$ cat config.mk
export PLATFORM = sky130hd
export DESIGN_NAME = fpa_sched
export DESIGN_NICKNAME = d
export VERILOG_FILES = /design/src/rtl/fpa_sched.sv
export SDC_FILE = /design/constraint.sdc
export NUM_CORES = 1
export LEC_CHECK = 0
export ABC_AREA = 1
export ABC_CLOCK_PERIOD_IN_PS = 6000
export CAP_MARGIN = 30
export CORE_MARGIN = 2
export CORE_UTILIZATION = 30
export DETAILED_ROUTE_END_ITERATION = 7
export RECOVER_POWER = 25
export SLEW_MARGIN = 20
export SYNTH_ARGS = -nofsm -noshare
export SYNTH_HDL_FRONTEND = slang
export SYNTH_SLANG_ARGS = --single-unit
$ cat constraint.sdc
create_clock -name clk -period 6 [get_ports clk]
set_input_delay 1.2 -clock clk [delete_from_list [all_inputs] [get_ports clk]]
set_output_delay 1.2 -clock clk [all_outputs]
set_load 0.05 [all_outputs]
$ cat src/rtl/fpa_sched.sv
// Two-requester scheduler in front of a pipelined single-precision FP core.
// Round-robin issue, tag pipeline tracking which requester owns each in-flight
// operation, and a small result FIFO per requester sized to its credit limit.
module fpa_sched #(
    parameter int unsigned LAT   = 1,
    parameter int unsigned DEPTH = 2
) (
    input  logic        clk,
    input  logic        rst_n,
    input  logic        req0_valid,
    output logic        req0_ready,
    input  logic [31:0] req0_a,
    input  logic [31:0] req0_b,
    input  logic        req1_valid,
    output logic        req1_ready,
    input  logic [31:0] req1_a,
    input  logic [31:0] req1_b,
    output logic        res0_valid,
    input  logic        res0_ready,
    output logic [31:0] res0_data,
    output logic        res1_valid,
    input  logic        res1_ready,
    output logic [31:0] res1_data,
    output logic [31:0] fpa_a,
    output logic [31:0] fpa_b,
    input  logic [31:0] fpa_out,
    output logic        busy
);

    localparam logic [2:0] DepthC  = 3'(DEPTH);
    localparam logic [1:0] LastPtr = 2'(DEPTH - 1);

    logic [1:0]  req_valid, elig, grant, res_ready, res_valid, pop, push_n;
    logic [31:0] req_a [2];
    logic [31:0] req_b [2];
    logic        acc, acc_id, push, push_id;

    logic        rr_q, rr_d;
    logic [31:0] fpa_a_q, fpa_a_d, fpa_b_q, fpa_b_d;
    // One stage beyond LAT accounts for the operand register in front of the core.
    logic [LAT:0] tag_v_q, tag_v_d, tag_id_q, tag_id_d;
    logic [2:0]  out_q [2];
    logic [2:0]  out_d [2];
    logic [2:0]  cnt_q [2];
    logic [2:0]  cnt_d [2];
    logic [1:0]  rd_q [2];
    logic [1:0]  rd_d [2];
    logic [1:0]  wr_q [2];
    logic [1:0]  wr_d [2];
    logic [31:0] mem_q [2][4];
    logic [31:0] mem_d [2][4];

    function automatic logic [1:0] ptr_inc(input logic [1:0] p);
        return (p == LastPtr) ? 2'd0 : p + 2'd1;
    endfunction

    assign req_valid = {req1_valid, req0_valid};
    assign req_a[0]  = req0_a;
    assign req_a[1]  = req1_a;
    assign req_b[0]  = req0_b;
    assign req_b[1]  = req1_b;
    assign res_ready = {res1_ready, res0_ready};

    assign res_valid[0] = (cnt_q[0] != 3'd0);
    assign res_valid[1] = (cnt_q[1] != 3'd0);
    assign pop          = res_valid & res_ready;
    assign push         = tag_v_q[LAT];
    assign push_id      = tag_id_q[LAT];
    assign push_n       = {push & push_id, push & ~push_id};

    // Arbitration, operand capture and tag pipeline next state
    always_comb begin
        elig = 2'b00;
        for (int n = 0; n < 2; n++) begin
            elig[n] = req_valid[n] && (out_q[n] < DepthC);
        end
        grant = elig;
        if (elig == 2'b11) begin
            grant = rr_q ? 2'b10 : 2'b01;
        end
        if (!rst_n) begin
            grant = 2'b00;
        end
        acc    = |grant;
        acc_id = grant[1];
        rr_d   = acc ? ~acc_id : rr_q;
        fpa_a_d = fpa_a_q;
        fpa_b_d = fpa_b_q;
        if (acc) begin
            fpa_a_d = req_a[acc_id];
            fpa_b_d = req_b[acc_id];
        end
        tag_v_d  = {tag_v_q[LAT-1:0], acc};
        tag_id_d = {tag_id_q[LAT-1:0], acc_id};
    end

    // Outstanding credit counters and result FIFO bookkeeping
    always_comb begin
        mem_d = mem_q;
        for (int n = 0; n < 2; n++) begin
            out_d[n] = out_q[n];
            if (grant[n] && !pop[n]) begin
                out_d[n] = out_q[n] + 3'd1;
            end else if (pop[n] && !grant[n]) begin
                out_d[n] = out_q[n] - 3'd1;
            end
            cnt_d[n] = cnt_q[n];
            wr_d[n]  = wr_q[n];
            rd_d[n]  = rd_q[n];
            if (push_n[n]) begin
                mem_d[n][wr_q[n]] = fpa_out;
                wr_d[n]           = ptr_inc(wr_q[n]);
            end
            if (pop[n]) begin
                rd_d[n] = ptr_inc(rd_q[n]);
            end
            if (push_n[n] && !pop[n]) begin
                cnt_d[n] = cnt_q[n] + 3'd1;
            end else if (pop[n] && !push_n[n]) begin
                cnt_d[n] = cnt_q[n] - 3'd1;
            end
        end
    end

    // State registers, cleared asynchronously
    always_ff @(posedge clk or negedge rst_n) begin
        if (!rst_n) begin
            rr_q     <= 1'b0;
            fpa_a_q  <= '0;
            fpa_b_q  <= '0;
            tag_v_q  <= '0;
            tag_id_q <= '0;
            for (int n = 0; n < 2; n++) begin
                out_q[n] <= '0;
                cnt_q[n] <= '0;
                rd_q[n]  <= '0;
                wr_q[n]  <= '0;
                for (int k = 0; k < 4; k++) begin
                    mem_q[n][k] <= '0;
                end
            end
        end else begin
            rr_q     <= rr_d;
            fpa_a_q  <= fpa_a_d;
            fpa_b_q  <= fpa_b_d;
            tag_v_q  <= tag_v_d;
            tag_id_q <= tag_id_d;
            out_q    <= out_d;
            cnt_q    <= cnt_d;
            rd_q     <= rd_d;
            wr_q     <= wr_d;
            mem_q    <= mem_d;
        end
    end

    assign req0_ready = grant[0];
    assign req1_ready = grant[1];
    assign res0_valid = res_valid[0];
    assign res1_valid = res_valid[1];
    assign res0_data  = res_valid[0] ? mem_q[0][rd_q[0]] : 32'd0;
    assign res1_data  = res_valid[1] ? mem_q[1][rd_q[1]] : 32'd0;
    assign fpa_a      = fpa_a_q;
    assign fpa_b      = fpa_b_q;
    // Credits cover both in-flight and buffered results.
    assign busy       = (out_q[0] != 3'd0) || (out_q[1] != 3'd0);

endmodule

Word-level counts from Yosys, hierarchy flattened
Index checks and enable logic that the tools add are counted.
- add/subtract/negate cells: 12
- multipliers: 0
- div/mod/pow operators: 0
- magnitude comparators: 9
- equal/unequal tests: 5
- shifts and indexed selects: 0
- multiplexer cells: 35
- bitwise gates (word level): 10
- reductions and logical operators: 28
- operator list (cell ; number):
    2-to-1 mux 32 bit ; 14
    bitwise mux 128 bit ; 2
    binary-select mux 32 bit (select 2 bit) ; 2
    demux 32 bit (select 2 bit) ; 2
    2-to-1 mux 3 bit ; 8
    2-to-1 mux 2 bit ; 7
    adder 3 x 1 -> 3 bit (second input constant) ; 4
    >= comparator 3 bit (second input constant) ; 4
    logical AND 1 bit ; 12
    inverter 2 -> 3 bit ; 4
    nonzero test 3 bit ; 4
    subtractor 3 x 1 -> 3 bit (second input constant) ; 4
    adder 2 x 1 -> 2 bit (second input constant) ; 4
    == test 2 x 1 -> 1 bit (second input constant) ; 4
    nonzero test 2 bit ; 4
    logical NOT 1 bit ; 6
    less-than comparator 3 x 1 -> 1 bit (second input constant) ; 2
    less-than comparator 3 x 2 -> 1 bit (second input constant) ; 2
    AND 1 bit ; 2
    AND 2 bit ; 1
    == test 2 bit (second input constant) ; 1
    >= comparator 2 bit (second input constant) ; 1
    inverter 1 bit ; 2
    inverter 1 -> 2 bit ; 1
    2 further kinds ; 2
- register bits after elaboration: 345
- latch bits: 0
- RAM bits: 0
- ROM bits: 0
- bits of input ports: 166
- word-level logic and storage cells: 120
- memories: 0

Logic depth before layout (Yosys ltp)
- depth in word-level cells: 9
- depth in mapped cells: 13
- gate-level depth less buffers: 12

Worst setup path before layout
No wires, ideal clock.
- kind: in2out
- start: in rst_n
- end: out req0_ready
- arrival time: 2393 ps
- data required time: 4800 ps
- path slack: 2407 ps
- stages: 3
- path through: nand3_1 clkbuf_1 a31oi_1
- longest elaborated chain between the ends: 1
- RTL lines (item ; line ; source):
    start: declaration ; 9 ; input logic rst_n,
    2-to-1 mux 2 bit ; 81 ; if (!rst_n) begin
    end: declaration ; 11 ; output logic req0_ready,
No other way between the ends.

Final worst setup path
- start: reg cnt_q[3] (netlist bit)
- end: out res0_data[12]
- longest elaborated chain between the ends: 2
- RTL lines (item ; line ; source):
    start: declaration ; 44 ; logic [2:0] cnt_q [2];
    start signal: assignment ; 149 ; cnt_q <= cnt_d;
    nonzero test 3 bit ; 64 ; assign res_valid[0] = (cnt_q[0] != 3'd0);
    2-to-1 mux 32 bit ; 160 ; assign res0_data = res_valid[0] ? mem_q[0][rd_q[0]] : 32'd0;
    end: declaration ; 20 ; output logic [31:0] res0_data,
No other way between the ends.

==> summary.md <==
| Metric | Value |
|---|---|
| Status | finished with violations |
| Violated checks | max-capacitance violations, max-slew violations |
| RSZ-0062 raised after global routing | no |
| Post-synth top area cell | dfrtp_1 |
| Final GP Congestion | 0.793 |
| FF+latch area | 0.00864 mm2 |
| Crit path DAT | 3420 ps |
| Final hold viol count | 0 |
| Fin Hold WS | 341 ps |
| Multi-input logic area | 0.00613 mm2 |
| GRT Util Overall | 18.5% |
| Post-synth top area share | 54.3% |
| # IOs | 299 |
| CTS resizes | 0 |
| Die area | 0.0549 mm2 |
| Leak pwr | 9.66 nW |
| Worst hold start | tag_v_q[0]$_DFF_PN0_ |
| Compound-Gate Fraction of Synth Area | 14.9% |
| Final Max Slew Viols | 325 |
| Synth warnings | 0 |
| Remaining DRCs | 0 |
| Post-DRT Antenna Nets | 0 |
| Maxcap violations | 6 |
| Post-Synthesis Cells | 1949 |
| TritonRoute pass-1 iters | 5 |
| R2r setup slk | 2440 ps |
| VDD IR max | 0.000291 V |
| Number of diodes | 0 |
| Vias in the first global route | 14.0k |
| Initial antenna violation count | 3 |
| Post-synthesis cell type count | 27 |
| Post-Route Setup TNS | 0 ps |
| Post-CTS Repair Setup Buffers | 0 |
| Syn Std Cell Area | 0.0159 mm2 |
| Slowest stage delay, CP | 1170 ps |
| Seq/Total Area, Yosys | 54.3% |
| Die Y | 234 um |
| Post-synthesis adder-cell area fraction | 0.818% |
| Hold Crit Class | flop to flop |
| Final worst path period need | 4620 ps |
| Layout net count | 2358 |
| Max Clock Freq | 216 MHz |
| Global-route wire length before repair | 78900 um |
| CTS Sinks | 345 |
| Finished Cell Area | 0.0208 mm2 |
| Worst r2r dst | out_q[5]$_DFFE_PN0P_ |
| Die width | 234 um |
| # rows | 84 |
| Final setup viols | 0 |
| Detailed Route WL | 49900 um |
| Num CTS Buffers | 40 |
| Worst Path Buf+Inv | 2 |
| Worst Setup End Kind | output port |
| Delay-heaviest family, CP | simple AND/OR/NAND/NOR gates |
| Relative slew slack | -111% |
| Max Fanout on Critical Path | 13 |
| FF-to-FF path depth | 10 |
| Starting DRT DRC Count | 915 |
| Xor/xnor cell area share of the yosys netlist | 0.661% |
| P&R area growth vs syn | 31.1% |
| Critical path class | flop to output port |
| Syn Nets | 2123 |
| Setup WS post-layout | 1380 ps |
| Largest net degree at the start of global routing | 97 |
| Worst-margin pin slew | 3170 ps |
| Synth area leaders | dfrtp_1 (54%), nand2_1 (10%), o21ai_0 (8.3%) |
| Dpl cell area | 0.0195 mm2 |
| Final period utilization | 77.0% |
| DP HPWL | 32600 um |
| Vias per inst | 4.87 |
| Post-synthesis register bit count | 345 |
| Startpoint of the worst register-to-register path | cnt_q[3]$_DFFE_PN0P_ |
| Core area | 0.0524 mm2 |
| Startpoint Class | flop |
| Crit path cell chain | nor3_1 -> buf_4 -> a21oi_1 -> clkdlybuf4s50_1 |
| Clock Path Buffers | 3 |
| Simple-Gate Fraction of Synth Area | 21.8% |
| Pre-CTS worst setup slack | 1680 ps |
| Cts hold-fix bufs | 0 |
| Pwr/cell area | 569 mW/mm2 |
| PortBufs | 298 |
| Root buffer cell | clkbuf_16 |
| Post-synthesis mux area share | 0.283% |
| Gr ovfl total | 0 |
| TritonCTS clock tree | yes |
| CP max-delay cell | nor3_1 |
| Share of cells above drive strength 1 | 5.02% |
| Clock latency on the worst-skew pair | 570 ps |
| Hold path cells | 0 |
| Clock skew | 16.7 ps |
| H-tree levels | 2 |
| Fill cells | 5289 |
| Highest-count cells in the layout ignoring fill and taps | nand2_1 (426), dfrtp_1 (342), clkdlybuf4s50_1 (296) |
| Vias | 14.1k |
| Syn_area_per_cell | 8.16 um2 |
| Combinational family with the most area after synthesis | simple AND/OR/NAND/NOR gates |
| Initial Util | 30.3% |
| Clk slew on worst S/H paths | 60 ps |
| Commonest non-fill, non-tap cell in the layout | nand2_1 |
| CP Data Required Time | 4800 ps |
| Hold Path Sink | tag_v_q[1]$_DFF_PN0_ |
| Routed len/inst | 17.2 um |
## power by group
group	total (mW)	switching [mW]	internal, mW
registers	3.39	0.389	3.00
logic	6.03	4.09	1.94
clock network	2.45	0.994	1.46
## worst register-to-register path: stages (launching register included)
cell and delay [ps]:
dfrtp_1 420, nor3_1 1170, buf_16 240, inv_1 100
nand2_1 400, ha_1 270, inv_1 70, fa_1 380
a21oi_1 140, o21ai_0 110, xnor2_1 140
## how the worst max path moves through the flow
stage                                     from             to  slack (ps)  cells after the start
after detailed placement            req0_valid     req0_ready        1680                      4
after floorplan                          rst_n     req0_ready        2410                      3
after global placement              req0_valid     req0_ready        1680                      4
after global routing      cnt_q[3]$_DFFE_PN0P_   res0_data[1]        1170                      4
final                     cnt_q[3]$_DFFE_PN0P_  res0_data[12]        1380                      4
after CTS                  rd_q[1]$_DFFE_PN0P_   res1_data[0]        1430                      4
## routing by layer
layer  track usage (%)  vias to the layer above  wire (um)
li1                  -                     6807          -
met1              22.2                     6744      20200
met2              30.7                      486      23600
met3              5.76                       87       4180
met4              7.28                        4       1930
met5                 0                        -         27
## final cells by class
type                    count  area share (%)
flip-flops and latches    345            41.5
multi-input cells        1318            29.4
clock buffers              65            5.93
well taps                 688            4.13
inverters                 147            2.65
clock inverters             5           0.444
repair buffers            332            16.0
## cell families (layout without fill, tap and decap cells)
group / after synthesis / after routing
compound gates: 457 / 457
xor+xnor: 12 / 12
fa+ha+maj: 8 / 8
buf+inv: 286 / 549
flops: 345 / 345
mux: 4 / 4
simple gates: 837 / 837
## per-stage QoR
stage               power (mW)  utilization [%]  std cells
floorplan                 7.29                -       1949
global placement          9.35             37.0       2823
detailed placement        9.47             37.2       2828
CTS                       12.0             39.7       2898
global route              12.6             39.7       2900
finish                    11.9             39.7       2900
## registers in the layout (all words and copies together) (netlist names)
name / cells
rd_q: 4
out_q: 6
mem_q: 256
wr_q: 4
tag_v_q: 2
fpa_a: 32
rr_q: 1
cnt_q: 6
fpa_b: 32
tag_id_q: 2
## Yosys cell counts
cell type,n
a21oi_1,67
a31oi_1,2
buf_1,9
buf_2,48
buf_4,5
clkbuf_1,77
dfrtp_1,345
fa_1,4
ha_1,4
inv_1,143
inv_2,4
mux2_2,4
nand2_1,427
nand2_2,3
nand3_1,196
nand3_2,5
nor2_1,201
nor2_2,1
nor2_4,1
nor3_2,2
nor3_4,1
o211ai_1,32
o21a_1,1
o21ai_0,263
o21ai_1,92
xnor2_1,8
xor2_1,4
Note: power is estimated with default switching activity, not from simulation.
